--- config.mk ---
export PLATFORM = sky130hd
export DESIGN_NAME = sync_fifo_buf
export DESIGN_NICKNAME = d
export VERILOG_FILES = /design/src/rtl/fifo_pkg.sv /design/src/rtl/sync_fifo_ram.sv /design/src/rtl/sync_fifo_buf.sv
export SDC_FILE = /design/constraint.sdc
export NUM_CORES = 2
export LEC_CHECK = 0
export BUFFER_PORTS_ARGS = -buffer_cell sky130_fd_sc_hd__buf_2
export CORE_MARGIN = 1.5
export CORE_UTILIZATION = 25
export CTS_CLUSTER_DIAMETER = 100
export DETAILED_ROUTE_END_ITERATION = 7
export PLACE_DENSITY_LB_ADDON = 0.3
export REMOVE_ABC_BUFFERS = 1
export SYNTH_ARGS = -nofsm -noshare
export SYNTH_HDL_FRONTEND = slang
export SYNTH_SLANG_ARGS = --single-unit
--- constraint.sdc ---
create_clock -name clk -period 3.6 [get_ports clk]
set_input_delay 0.72 -clock clk [delete_from_list [all_inputs] [get_ports clk]]
set_output_delay 0.72 -clock clk [all_outputs]
set_load 0.005 [all_outputs]
--- src/rtl/fifo_pkg.sv ---
// rtl/fifo_pkg.sv - shared types, defaults and parameter helpers for sync_fifo_buf
package fifo_pkg;

   localparam int unsigned default_data_width = 8;
   localparam int unsigned default_depth      = 256;

   typedef struct packed {
      logic full;
      logic empty;
      logic almost_full;
      logic almost_empty;
      logic half_full;
   } fifo_flags_t;

   function automatic bit is_pow2(input int unsigned value);
      return (value != 0) && ((value & (value - 1)) == 0);
   endfunction

endpackage

--- src/rtl/sync_fifo_ram.sv ---
// rtl/sync_fifo_ram.sv - FIFO storage array, synchronous write and asynchronous read, no reset
module sync_fifo_ram
   import fifo_pkg::*;
#(
   parameter int unsigned data_width = default_data_width,
   parameter int unsigned depth      = default_depth,
   parameter int unsigned ptr_width  = $clog2(depth)
) (
   input  logic                  clk,
   input  logic                  w_en,
   input  logic [ptr_width-1:0]  w_addr,
   input  logic [data_width-1:0] w_data,
   input  logic [ptr_width-1:0]  r_addr,
   output logic [data_width-1:0] r_data
);

   logic [data_width-1:0] mem [depth];

   always_ff @(posedge clk) begin
      if (w_en) begin
         mem[w_addr] <= w_data;
      end
   end

   assign r_data = mem[r_addr];

endmodule

--- src/rtl/sync_fifo_buf.sv ---
// rtl/sync_fifo_buf.sv - single-clock FIFO control: pointers, count, flags, sticky errors
// Define SYNC_FIFO_FWFT_EN for first-word-fall-through reads; default is a registered read port.
module sync_fifo_buf
   import fifo_pkg::*;
#(
   parameter int unsigned data_width = default_data_width,
   parameter int unsigned depth      = default_depth,
   parameter int unsigned af_level   = 192,
   parameter int unsigned ae_level   = 64,
   parameter int unsigned ptr_width  = $clog2(depth)
) (
   input  logic                  clk,
   input  logic                  rst_n,
   input  logic                  w_en,
   input  logic [data_width-1:0] data_in,
   input  logic                  r_en,
   input  logic                  clr_err,
   output logic [data_width-1:0] data_out,
   output logic                  r_valid,
   output logic                  full,
   output logic                  empty,
   output logic                  almost_full,
   output logic                  almost_empty,
   output logic                  half_full,
   output logic [ptr_width:0]    count,
   output logic                  overflow,
   output logic                  underflow
);

   if (!is_pow2(depth) || depth < 4) begin : g_bad_depth
      $error("sync_fifo_buf: depth must be a power of two and at least 4");
   end
   if (af_level < 1 || af_level > depth - 1) begin : g_bad_af
      $error("sync_fifo_buf: af_level must lie in 1..depth-1");
   end
   if (ae_level < 1 || ae_level > depth - 1) begin : g_bad_ae
      $error("sync_fifo_buf: ae_level must lie in 1..depth-1");
   end

   localparam int unsigned      half_level = depth / 2;
   localparam logic [ptr_width:0] depth_cnt = depth[ptr_width:0];
   localparam logic [ptr_width:0] half_cnt  = half_level[ptr_width:0];
   localparam logic [ptr_width:0] af_cnt    = af_level[ptr_width:0];
   localparam logic [ptr_width:0] ae_cnt    = ae_level[ptr_width:0];

   logic [ptr_width-1:0]  wr_ptr;
   logic [ptr_width-1:0]  rd_ptr;
   logic [ptr_width:0]    count_q;
   logic                  rd_acc;
   logic                  wr_acc;
   logic [data_width-1:0] ram_rdata;
   fifo_flags_t           flags;

   always_comb begin
      flags              = '0;
      flags.full         = (count_q == depth_cnt);
      flags.empty        = (count_q == '0);
      flags.almost_full  = (count_q >= af_cnt);
      flags.almost_empty = (count_q <= ae_cnt);
      flags.half_full    = (count_q >= half_cnt);
   end

   // A write into a full FIFO is only safe when a read frees the same slot this cycle.
   assign rd_acc = r_en & ~flags.empty;
   assign wr_acc = w_en & (~flags.full | rd_acc);

   always_ff @(posedge clk or negedge rst_n) begin
      if (!rst_n) begin
         wr_ptr    <= '0;
         rd_ptr    <= '0;
         count_q   <= '0;
         overflow  <= 1'b0;
         underflow <= 1'b0;
      end else begin
         if (wr_acc) begin
            wr_ptr <= wr_ptr + 1'b1;
         end
         if (rd_acc) begin
            rd_ptr <= rd_ptr + 1'b1;
         end
         case ({wr_acc, rd_acc})
            2'b10:   count_q <= count_q + 1'b1;
            2'b01:   count_q <= count_q - 1'b1;
            default: count_q <= count_q;
         endcase
         overflow  <= (w_en & ~wr_acc) | (overflow & ~clr_err);
         underflow <= (r_en & ~rd_acc) | (underflow & ~clr_err);
      end
   end

   sync_fifo_ram #(
      .data_width (data_width),
      .depth      (depth),
      .ptr_width  (ptr_width)
   ) u_ram (
      .clk    (clk),
      .w_en   (wr_acc),
      .w_addr (wr_ptr),
      .w_data (data_in),
      .r_addr (rd_ptr),
      .r_data (ram_rdata)
   );

`ifdef SYNC_FIFO_FWFT_EN
   assign data_out = ram_rdata;
   assign r_valid  = ~flags.empty;
`else
   always_ff @(posedge clk or negedge rst_n) begin
      if (!rst_n) begin
         data_out <= '0;
         r_valid  <= 1'b0;
      end else begin
         r_valid <= rd_acc;
         if (rd_acc) begin
            data_out <= ram_rdata;
         end
      end
   end
`endif

   assign full         = flags.full;
   assign empty        = flags.empty;
   assign almost_full  = flags.almost_full;
   assign almost_empty = flags.almost_empty;
   assign half_full    = flags.half_full;
   assign count        = count_q;

endmodule

==> summary.md <==
| Metric | Value |
|---|---|
| FF+latch count, synth | `2,084` |
| DR iter-0 viols | `4,009` |
| Maximum fanout along the worst path | `17` |
| P_sw | `22.5 mW` |
| Clk_skew | `32.1 ps` |
| Final period util | `0.988` |
| Share of synthesized cell area in full adder, half adder and majority cells | `0.00210` |
| Worst EP required | `4310 ps` |
| CP Launch Type | `register` |
| Pwr/cell area | `744 mW/mm^2` |
| Largest family of logic cells by synthesized area | `multiplexers` |
| Antenna violations before repair | `6` |
| Num ports | `38` |
| Yosys top cell by area | `edfxtp_1` |
| Placeable Area | `0.324 mm^2` |
| Vias in the first global route | `40,766` |
| Syn-to-layout area delta | `17.5%` |
| Unique masters post-synth | `67` |
| Die W | `573 um` |
| DP HPWL | `146,000 um` |
| Largest net degree at the start of global routing | `100` |
| FP Rows | `209` |
| Yosys warnings | `0` |
| Worst setup EP type | `register` |
| Layout cells sized above 1 | `0.268` |
| Setup_tns | `0 ps` |
| Residual DRC | `0` |
| Final Hold Fails | `0` |
| Via count | `39,799` |
| Primary FF master, synth | `edfxtp_1` |
| Post-synth top area share | `0.758` |
| Max IR drop VDD | `544 uV` |
| RSZ-0062 raised after global routing | `no` |
| Synthesized area | `0.0812 mm^2` |
| Number of buffers added on ports | `37` |
| # Post-CTS Setup Buffers | `0` |
| Simple-gate share of the synthesized area | `0.0248` |
| GP Congestion | `0.814` |
| Clk buf depth | `3` |
| Total placed cells including tap cells | `8,209` |
| Max-cap violations | `0` |
| Layout fillers | `31,620` |
| Clock Power Share | `0.302` |
| Inserted Clock Buffers | `218` |
| Final WL | `228,000 um` |
| Post-synthesis sequential area ratio | `0.769` |
| Initial Util | `0.251` |
| Outcome | `finished, final reports clean` |
| Non-filler instance count after layout | `8,608` |
| Worst slack at placement | `-248 ps` |
| Seq pwr share | `0.390` |
| Critical path type | `register to register` |
| CP max stage cell | `dfrtp_4` |
| Slew headroom | `0.0298` |
| Post-synth EDFFs | `2,048` |
| Xor-xnor portion of the synthesized cell area | `0.00237` |
| Final net count | `4,131` |
| H-tree lvl count | `4` |
| Slew of the pin with the lowest slew margin | `1450 ps` |
| Placed Area | `0.0887 mm^2` |
| Multiplexer area fraction after synthesis | `0.165` |
| Die Span Y | `573 um` |
| Synth top area cells | `edfxtp_1 76%, mux4_2 14%, mux2i_1 2.2%, nor2_1 1.4%, dfrtp_1 1.1%` |
| Global-route wire length before repair | `321,000 um` |
| CP Cell Sequence | `buf_12 -> buf_4 -> mux4_2 -> mux2i_1 -> nor2_1 -> a31oi_1 -> o2111ai_1 -> o21ai_1 -> o221ai_1` |
| Worst-Skew Late Latency | `860 ps` |
| Final Slew Violations | `0` |
| Drt first pass iters | `6` |
| Remaining antenna violation count after routing | `0` |
| Asr flop ratio synth | `0.0173` |
| CTS tree | `done` |
| Worst path max stage delay | `680 ps` |
| Die ar. | `0.328 mm^2` |
| Clock transition at path regs | `60 ps` |
| DR vias/cell | `4.62` |
| R2R Setup Slk | `40 ps` |
| Post-synthesis compound-gate area fraction | `0.0219` |
| Synthesized area per cell | `21.4 um^2` |
| Critical Path AT | `4270 ps` |
| Sw Ratio | `0.317` |
| HP Class | `input port to register` |
| Worst-case hold slack | `135 ps` |
| Final setup margin | `44.5 ps` |
| Total clock sinks | `2,084` |
| Setup-failing EPs final | `0` |
| GRT Total Usage | `0.136` |
| Internal power | `48.5 mW` |
| Minimum clock period | `3560 ps` |
| Comb power frac | `0.308` |
| Root buffer cell | `clkbuf_16` |
| Grt ovf | `0` |
| Leak Pwr | `29.4 nW` |
| Gate count after technology mapping | `3,795` |
| Fmax | `281 MHz` |
| Routed WL per cell | `26.5 um` |
| Design Area, Final | `0.0954 mm^2` |
==> repair_timing <==
item	in CTS	in global routing
setup endpoints to repair	1	2
hold buffers	1	0
resized for setup	3	2
endpoints found under the hold margin	29	0
==> cell usage after synthesis, types with 4 or more instances <==
library cell and n:
buf_6 23, nand3_1 27, clkbuf_1 95, edfxtp_1 2048
nand2_1 97, o21ai_0 32, o211ai_1 5, ha_1 12
a21oi_1 56, inv_1 9, a211oi_1 10, a22oi_1 41
dfrtp_1 36, nor2b_1 15, buf_4 25, mux4_2 510
o2111ai_1 4, mux2_2 10, o221ai_1 14, a31oi_1 9
xor2_1 5, a32oi_1 5, a22o_1 5, nand4_1 10
a221oi_1 21, and2_1 6, nor2_1 301, a21o_1 5
buf_1 10, mux2i_1 178, nor3_1 12, xnor2_1 17
buf_2 67, o22ai_1 24
==> layout by cell type, fill, tap and decap left out, drive strengths merged, types with 12 or more instances in the layout <==
cell    count
nand2      97
mux2i     178
a21oi      56
mux4      510
buf       307
o21ai      32
o221ai     14
clkbuf    293
dfrtp      36
clkinv     89
a221oi     21
nor2      301
nand3      27
a22oi      41
ha         12
inv        19
edfxtp   2048
nor2b      15
nor3       12
o22ai      24
xnor2      17
==> final timing paths <==
path / start / endpoint / cells past startpoint
max reg2reg: rd_ptr[0]$_DFFE_PN0N_ / data_out[2]$_DFFE_PN0N_ / 9
max: rd_ptr[0]$_DFFE_PN0N_ / data_out[2]$_DFFE_PN0N_ / 9
min in group asynchronous: rst_n / count[2]$_DFFE_PN0P_ / 2
max in group asynchronous: rst_n / data_out[5]$_DFFE_PN0N_ / 3
min: r_en / underflow$_DFF_PN0_ / 2
min reg2reg: data_out[2]$_DFFE_PN0N_ / data_out[2]$_DFFE_PN0N_ / 2
==> power by group through the flow <==
stage          Sequential, mW  Combinational (mW)  Clock [mW]
2_1_floorplan            28.6                7.44           0
3_3_place_gp             28.2                22.2           0
3_5_place_dp             28.2                22.1           0
4_1_cts                  27.7                22.2        21.8
5_1_grt                  27.7                22.9        22.6
6_report                 27.7                21.9        21.4
==> per-layer routing <==
metal,track usage,vias to the layer above,part of all wire,routed length (um)
met1,0.186,21645,0.43,98300
met5,0,-,0,0
met4,0.0403,0,0.026,5920
met2,0.221,1409,0.48,110000
met3,0.0235,282,0.062,14200
li1,-,16463,-,-
==> metrics by stage <==
stage	power [mW]	utilization
5_1_grt	73.2	0.295
4_1_cts	71.7	0.295
3_5_place_dp	50.3	0.274
3_3_place_gp	50.3	0.274
2_1_floorplan	36.0	-
6_report	71.0	0.295
==> worst max-delay path, delay by kind of cell, from the launching register on <==
family | cells | cell delay [ps]
flops | 1 | 680
simple gates | 1 | 140
mux | 2 | 920
compound gates | 4 | 1040
buf+inv | 2 | 600
==> registers in the layout, summed over array words and instances (netlist names) <==
signal,flops
data_out,8
overflow,1
r_valid,1
rd_ptr,8
wr_ptr,8
count,9
underflow,1
u_ram.mem,2048
==> final cells by class <==
type / instances / area (um^2) / area share
sequential: 2084 / 62400 / 0.654
multi-input combinational: 1477 / 17600 / 0.184
clock buffer: 290 / 5810 / 0.0609
tap: 4325 / 5410 / 0.0567
timing repair buffer: 311 / 3220 / 0.0338
clock inverter: 107 / 893 / 0.00936
inverter: 13 / 51.3 / 0.000538
antenna: 1 / 2.50 / 0.0000262
==> cell families (layout without fill, tap and decap cells) <==
group | count (synthesis) | after routing
flops | 2084 | 2084
mux | 698 | 698
simple gates | 485 | 485
compound gates | 259 | 259
buf+inv | 234 | 721
xor+xnor | 22 | 22
fa+ha+maj | 13 | 13
other cells | 0 | 1
Power figures use the tool's default switching activity.
